### src/rtl/qea_pkg.sv
// Shared types and helpers for the QEA state-RAM access blocks: amplitude
// slicing, lane extraction from a packed row and the reader FSM encoding.
package qea_pkg;

    localparam int QEA_PE_NUM_WIDTH     = 2;
    localparam int QEA_PE_NUM           = 1 << QEA_PE_NUM_WIDTH;
    localparam int QEA_DATA_WIDTH       = 32;
    localparam int QEA_STATE_DATA_WIDTH = 2 * QEA_DATA_WIDTH;
    localparam int QEA_STATE_ADDR_WIDTH = 16;
    localparam int QEA_MAX_QBIT_WIDTH   = 6;
    localparam int QEA_NUM_FRAC_BIT     = 30;
    localparam int QEA_RAM_RD_LATENCY   = 2;
    localparam int QEA_LAT_CTR_WIDTH    = 3;
    localparam int QEA_ROW_WIDTH        = QEA_PE_NUM * QEA_STATE_DATA_WIDTH;

    typedef logic [QEA_STATE_DATA_WIDTH-1:0] qea_amp_t;
    typedef logic signed [QEA_DATA_WIDTH-1:0] qea_part_t;
    typedef logic [QEA_ROW_WIDTH-1:0]        qea_row_t;

    typedef enum logic [2:0] {
        IDLE,
        ISSUE,
        WAIT,
        SEND,
        DONE
    } qea_rd_state_e;

    function automatic qea_part_t amp_re(input qea_amp_t amp);
        return amp[QEA_STATE_DATA_WIDTH-1 -: QEA_DATA_WIDTH];
    endfunction

    function automatic qea_part_t amp_im(input qea_amp_t amp);
        return amp[QEA_DATA_WIDTH-1:0];
    endfunction

    // Lane 0 sits in the most significant slice of the row.
    function automatic qea_amp_t lane_extract(input qea_row_t row_buf,
                                              input logic [QEA_PE_NUM_WIDTH-1:0] lane);
        return qea_amp_t'(row_buf >> ((QEA_PE_NUM - 1 - int'(lane)) * QEA_STATE_DATA_WIDTH));
    endfunction

    function automatic logic [QEA_STATE_ADDR_WIDTH:0] rows_last(
        input logic [QEA_MAX_QBIT_WIDTH-1:0] qbit_num);
        logic [QEA_STATE_ADDR_WIDTH:0] one;
        one = 1;
        if (qbit_num > QEA_MAX_QBIT_WIDTH'(QEA_PE_NUM_WIDTH))
            return (one << (qbit_num - QEA_MAX_QBIT_WIDTH'(QEA_PE_NUM_WIDTH))) - one;
        return '0;
    endfunction

endpackage

### src/rtl/qea_rd_lat_ctr.sv
// Read-latency countdown: load a cycle count, o_expire flags the final
// cycle of the wait. Shared by the state reader and the write-side loader.
module qea_rd_lat_ctr
    import qea_pkg::*;
#(
    parameter int WIDTH = QEA_LAT_CTR_WIDTH
) (
    input  logic             clk,
    input  logic             rst_n,
    input  logic             i_load,
    input  logic [WIDTH-1:0] i_load_val,
    output logic             o_expire
);

    logic [WIDTH-1:0] count;
    logic             running;

    always_ff @(posedge clk or negedge rst_n) begin
        if (!rst_n) begin
            count   <= '0;
            running <= 1'b0;
        end else if (i_load) begin
            count   <= i_load_val;
            running <= 1'b1;
        end else if (running) begin
            if (count == '0)
                running <= 1'b0;
            else
                count <= count - 1'b1;
        end
    end

    assign o_expire = running && (count == '0);

endmodule

### src/rtl/qea_state_reader.sv
// Drains the QEA state RAM row by row and streams one amplitude per beat.
// Define QEA_RD_PROB_EN to drive o_m_prob with |amp|^2; otherwise it is 0.
module qea_state_reader
    import qea_pkg::*;
#(
    parameter int PE_NUM_WIDTH     = QEA_PE_NUM_WIDTH,
    parameter int PE_NUM           = QEA_PE_NUM,
    parameter int DATA_WIDTH       = QEA_DATA_WIDTH,
    parameter int STATE_DATA_WIDTH = QEA_STATE_DATA_WIDTH,
    parameter int STATE_ADDR_WIDTH = QEA_STATE_ADDR_WIDTH,
    parameter int MAX_QBIT_WIDTH   = QEA_MAX_QBIT_WIDTH,
    parameter int NUM_FRAC_BIT     = QEA_NUM_FRAC_BIT,
    parameter int RAM_RD_LATENCY   = QEA_RAM_RD_LATENCY
) (
    input  logic                                     clk,
    input  logic                                     rst_n,
    input  logic [MAX_QBIT_WIDTH-1:0]                i_qbit_num,
    input  logic                                     i_complete,
    input  logic                                     i_rd_start,
    output logic [PE_NUM-1:0]                        o_state_ena,
    output logic [PE_NUM-1:0]                        o_state_wea,
    output logic [STATE_ADDR_WIDTH-1:0]              o_state_addra,
    input  logic [PE_NUM*STATE_DATA_WIDTH-1:0]       i_state_dout,
    output logic                                     o_m_valid,
    input  logic                                     i_m_ready,
    output logic [STATE_DATA_WIDTH-1:0]              o_m_data,
    output logic [STATE_ADDR_WIDTH+PE_NUM_WIDTH-1:0] o_m_index,
    output logic                                     o_m_last,
    output logic [DATA_WIDTH-1:0]                    o_m_prob,
    output logic                                     o_busy,
    output logic                                     o_done,
    output logic                                     o_err
);

    qea_rd_state_e                   state, state_nxt;
    logic                            complete_q;
    logic                            trigger;
    logic                            qbit_ok;
    logic                            lat_expire;
    logic                            handshake;
    logic                            lane_end;
    logic                            row_end;
    logic [STATE_ADDR_WIDTH:0]       row;
    logic [STATE_ADDR_WIDTH:0]       row_last;
    logic [PE_NUM_WIDTH-1:0]         lane;
    logic [PE_NUM*STATE_DATA_WIDTH-1:0] row_buf;
    logic                            err;
    qea_amp_t                        cur_amp;

    assign trigger   = (i_complete & ~complete_q) | i_rd_start;
    assign qbit_ok   = i_qbit_num <= MAX_QBIT_WIDTH'(STATE_ADDR_WIDTH + PE_NUM_WIDTH);
    assign handshake = (state == SEND) && i_m_ready;
    assign lane_end  = lane == PE_NUM_WIDTH'(PE_NUM - 1);
    assign row_end   = row == row_last;

    qea_rd_lat_ctr #(
        .WIDTH(QEA_LAT_CTR_WIDTH)
    ) u_lat_ctr (
        .clk       (clk),
        .rst_n     (rst_n),
        .i_load    (state == ISSUE),
        .i_load_val(QEA_LAT_CTR_WIDTH'(RAM_RD_LATENCY - 1)),
        .o_expire  (lat_expire)
    );

    always_ff @(posedge clk or negedge rst_n) begin
        if (!rst_n)
            state <= IDLE;
        else
            state <= state_nxt;
    end

    always_comb begin
        state_nxt = state;
        unique case (state)
            IDLE:    if (trigger && qbit_ok) state_nxt = ISSUE;
            ISSUE:   state_nxt = WAIT;
            WAIT:    if (lat_expire) state_nxt = SEND;
            SEND:    if (handshake && lane_end) state_nxt = row_end ? DONE : ISSUE;
            DONE:    state_nxt = IDLE;
            default: state_nxt = IDLE;
        endcase
    end

    // Triggers outside IDLE are dropped; complete_q keeps tracking the level
    // so an edge seen mid-sweep cannot start a second sweep afterwards.
    always_ff @(posedge clk or negedge rst_n) begin
        if (!rst_n) begin
            complete_q <= 1'b0;
            row        <= '0;
            row_last   <= '0;
            lane       <= '0;
            row_buf    <= '0;
            err        <= 1'b0;
        end else begin
            complete_q <= i_complete;
            if (state == IDLE && trigger) begin
                if (qbit_ok) begin
                    row      <= '0;
                    lane     <= '0;
                    row_last <= rows_last(i_qbit_num);
                end else begin
                    err <= 1'b1;
                end
            end
            if (state == WAIT && lat_expire)
                row_buf <= i_state_dout;
            if (handshake) begin
                lane <= lane + 1'b1;
                if (lane_end && !row_end)
                    row <= row + 1'b1;
            end
        end
    end

    assign cur_amp       = lane_extract(row_buf, lane);
    assign o_state_ena   = (state == ISSUE) ? {PE_NUM{1'b1}} : '0;
    assign o_state_wea   = '0;
    assign o_state_addra = row[STATE_ADDR_WIDTH-1:0];
    assign o_m_valid     = (state == SEND);
    assign o_m_data      = cur_amp;
    assign o_m_index     = {row[STATE_ADDR_WIDTH-1:0], lane};
    assign o_m_last      = (state == SEND) && lane_end && row_end;
    assign o_busy        = (state == ISSUE) || (state == WAIT) || (state == SEND);
    assign o_done        = (state == DONE);
    assign o_err         = err;

`ifdef QEA_RD_PROB_EN
    localparam int SCALED_W = 2 * DATA_WIDTH - NUM_FRAC_BIT + 1;

    logic signed [2*DATA_WIDTH-1:0] re_ext, im_ext;
    logic signed [2*DATA_WIDTH-1:0] re_sq, im_sq;
    logic [2*DATA_WIDTH:0]          mag_sum;
    logic [SCALED_W-1:0]            mag_scaled;

    // Squares are non-negative, so the sum is treated as unsigned and
    // clamped to all ones when it overflows the output width.
    assign re_ext     = (2*DATA_WIDTH)'(amp_re(cur_amp));
    assign im_ext     = (2*DATA_WIDTH)'(amp_im(cur_amp));
    assign re_sq      = re_ext * re_ext;
    assign im_sq      = im_ext * im_ext;
    assign mag_sum    = {1'b0, re_sq} + {1'b0, im_sq};
    assign mag_scaled = SCALED_W'(mag_sum >> NUM_FRAC_BIT);
    assign o_m_prob   = (|mag_scaled[SCALED_W-1:DATA_WIDTH]) ? '1 : mag_scaled[DATA_WIDTH-1:0];
`else
    assign o_m_prob   = '0;
`endif

endmodule

### config.mk
export PLATFORM = sky130hd
export DESIGN_NAME = qea_state_reader
export DESIGN_NICKNAME = d
export VERILOG_FILES = /design/src/rtl/qea_pkg.sv /design/src/rtl/qea_rd_lat_ctr.sv /design/src/rtl/qea_state_reader.sv
export SDC_FILE = /design/constraint.sdc
export NUM_CORES = 1
export LEC_CHECK = 0
export CORE_MARGIN = 1
export CORE_UTILIZATION = 48
export DETAILED_ROUTE_END_ITERATION = 10
export HOLD_SLACK_MARGIN = 0.15
export PLACE_DENSITY = 0.81
export RECOVER_POWER = 50
export SLEW_MARGIN = 40
export SYNTH_ARGS = -nofsm -noshare
export SYNTH_HDL_FRONTEND = slang
export SYNTH_SLANG_ARGS = --single-unit
### constraint.sdc
create_clock -name clk -period 2.8 [get_ports clk]
set_clock_uncertainty 0.15 [all_clocks]
set_input_delay 0.7 -clock clk [delete_from_list [all_inputs] [get_ports clk]]
set_output_delay 0.7 -clock clk [all_outputs]
set_load 0.01 [all_outputs]
==> results.yml <==
synthesis:
  synth_top_cell_by_area: "dfrtp_1"
  synth_edf_count: 0
  syn-cell-area_um2: 14300
  ys.flop_type: "dfrtp_1"
  synth_top_area_share: 0.528
  syn_avg_cell_area_um2: 14.4
  ys_types: 59
  synth.area.top_cells: "dfrtp_1 53%, mux2_2 20%, mux4_2 10%"
  synth_cells: 993
  yosysWarnings: 0
  ys_seq_area_frac: 0.528
  synth-async-reset-ratio: 1.00
  ys_seq_elements: 301
layout:
  mostFrequentLayoutCell: "dfrtp_1"
  final_area_um2: 20200
  final_nets: 1700
  layout_common_cells: "298 x dfrtp_1, 294 x clkdlybuf4s50_1, 257 x mux2_2"
  regArea_um2: 7540
  num-fill-cells: 1981
  synthToLayoutAreaGrowth_pct: 41.7
  multiInputGateArea_um2: 6100
  drive_above_1_share: 0.398
floorplan:
  start_util: 0.493
  dieHeight_um: 174
  num_rows: 62
  die_x_um: 174
  boundaryPins: 410
  core_area_um2: 28900
  die_area_um2: 30400
placed_design:
  place.port_buffers: 373
  gp_congestion: 0.877
  post_dp_cell_area_um2: 18700
  hpwl_mm: 27.0
cts:
  clk_pin_slew_worst_paths_ns: 0.06
  cts-root-buf: "clkbuf_16"
  cts_tree: "yes"
  clk_latency_ns: 0.51
  htreeDepth: 2
  cts_sinks: 301
  clockBufferDepth: 3
  cts_made_buffers: 35
worst_setup_path:
  critPathLaunchType: "flip-flop"
  r2r-start: "lane[0]"
  path_class: "reg2out"
  cp.arrival_ns: 2.02
  rrSetupSlack_ns: 0.30
  cp-end-kind: "output pin"
  crit_fanout: 8
  r2r_end: "row[14]"
  worstPathRequired_ns: 1.95
  r2r_cells: 9
run_status:
  violations: "max-capacitance violations, max-slew violations, negative setup slack"
  status: "complete, but fails checks"
hold_path:
  hold_path_depth: 1
  worstHoldPathType: "reg2reg"
  min_to: "o_err"
  hold_start: "o_err"
global_route:
  antenna_found_initial: 7
  gr-total-overflow: 0
  grt_pass1_vias: 10604
  grt_pass1_wl_mm: 60.2
  grt_max_degree: 141
  grt_use_total: 0.256
drt:
  via_count: 9886
  antenna_left: 0
  drc: 0
  wl_per_cell_um: 20.9
  drt_wl_total_mm: 38.5
  dr.pass1.iters: 5
  viasPerCell: 5.37
  drt-initial-drc-count: 494
timing:
  tightest_slew_ns: 1.62
  fmax_mhz: 348
  period_minus_slack_ns: 2.87
  worst_slack_ns: -0.0744
  rsz0062_at_grt: "true"
  setup_viol: 37
  hold_viol: 0
  post-route-period-util: 1.03
  maxSlewHeadroom: -0.0828
  slew_viol_final: 59
power:
  total_power_mw: 21.5
  power_density_nw_per_um2: 1060
  ir_drop_mv: 0.586
  p_leak_nw: 8.63
run:
  drv_cap: 1
==> per-layer routing <==
metal | vias up | GRT usage | wire [um]
met5 | - | 0 | 13
met4 | 2 | 0.0866 | 1040
met3 | 74 | 0.0650 | 2830
met2 | 374 | 0.441 | 20000
met1 | 5033 | 0.313 | 14600
li1 | 4403 | - | -
==> how the worst max path moves through the flow <==
stage,start,end,slack [ns],depth (start not counted)
floorplan,i_qbit_num[1],row_last[4],-0.03,9
global placement,i_qbit_num[1],row_last[4],-0.34,9
detailed placement,i_qbit_num[1],row_last[4],-0.44,9
CTS,row_last[4],o_m_last,-0.16,6
global route,row[9],o_m_last,-0.15,6
finish,lane[0],o_m_data[14],-0.07,5
==> where the power goes <==
part	total (mW)	internal (mW)	switching [mW]	leakage, nW
Clock	4.60	2.81	1.79	0.568
Sequential	7.60	6.46	1.14	3.57
Combinational	9.26	5.78	3.48	4.50
==> what timing repair did <==
action,CTS,global route
pin swaps,5,10
endpoints found under the setup margin,70,71
setup buffers,21,6
gates cloned,5,0
hold endpoints to repair,49,0
resized for setup,319,49
hold buffers,1,0
==> cells by family (layout without fill, tap and decap cells) <==
| logic type | count (synthesis) | in the layout | share of synthesized area |
|---|---|---|---|
| XOR/XNOR | 29 | 29 | 0.0183 |
| buffers and inverters | 142 | 565 | 0.0585 |
| AND/OR/NAND/NOR | 116 | 116 | 0.0408 |
| multiplexers | 327 | 327 | 0.308 |
| AO/OA/AOI/OAI | 70 | 70 | 0.0392 |
| other | 1 | 42 | 0.000263 |
| flip-flops | 301 | 301 | 0.528 |
| adder cells (fa/ha/maj) | 7 | 7 | 0.00614 |
==> flip-flops by register name, indices dropped and copies added (netlist names) <==
signal / flops
complete_q: 1
lane: 2
o_err: 1
row: 17
row_buf: 256
row_last: 17
state: 3
u_lat_ctr.count: 3
u_lat_ctr.running: 1
==> synth_stat cells (4+ instances only) <==
master / n
a22o_1: 6
buf_2: 20
mux4_2: 64
xnor2_1: 24
mux2i_1: 6
xor2_1: 4
nor2_1: 25
a211oi_1: 5
o21ai_0: 16
clkbuf_1: 32
mux2_2: 257
nand4_1: 7
ha_1: 7
and3_1: 6
inv_1: 14
nor3_1: 7
nand2b_1: 5
nand2_1: 32
buf_4: 73
a21oi_1: 7
o31ai_1: 6
dfrtp_1: 301
nand3_1: 18
==> area by class of cell <==
cell class | count | share of cell area
clock buffer | 52 | 0.0505
tap | 384 | 0.0238
inverter | 14 | 0.00260
clock inverter | 10 | 0.00706
antenna | 6 | 0.000743
multi-input combinational | 585 | 0.302
sequential | 301 | 0.373
timing repair buffer | 489 | 0.240
==> critical path: stages, from the launching register on <==
cell	delay [ns]
dfrtp_4	0.52
buf_4	0.15
buf_6	0.12
buf_16	0.14
mux4_2	0.45
buf_6	0.14
==> metrics by stage <==
step | setup TNS [ns] | hold WS [ns] | std cells | utilization | setup WS, ns
after floorplan | -0.0269 | 0.254 | 1028 | - | -0.0269
after global placement | -2.21 | 0.291 | 1744 | 0.645 | -0.340
after CTS | -3.03 | 0.313 | 1831 | 0.692 | -0.157
final | -1.86 | 0.305 | 1841 | 0.698 | -0.0744
after detailed placement | -3.29 | 0.297 | 1744 | 0.645 | -0.444
after global routing | -7.00 | 0.331 | 1841 | 0.698 | -0.155
Power figures use the tool's default switching activity.
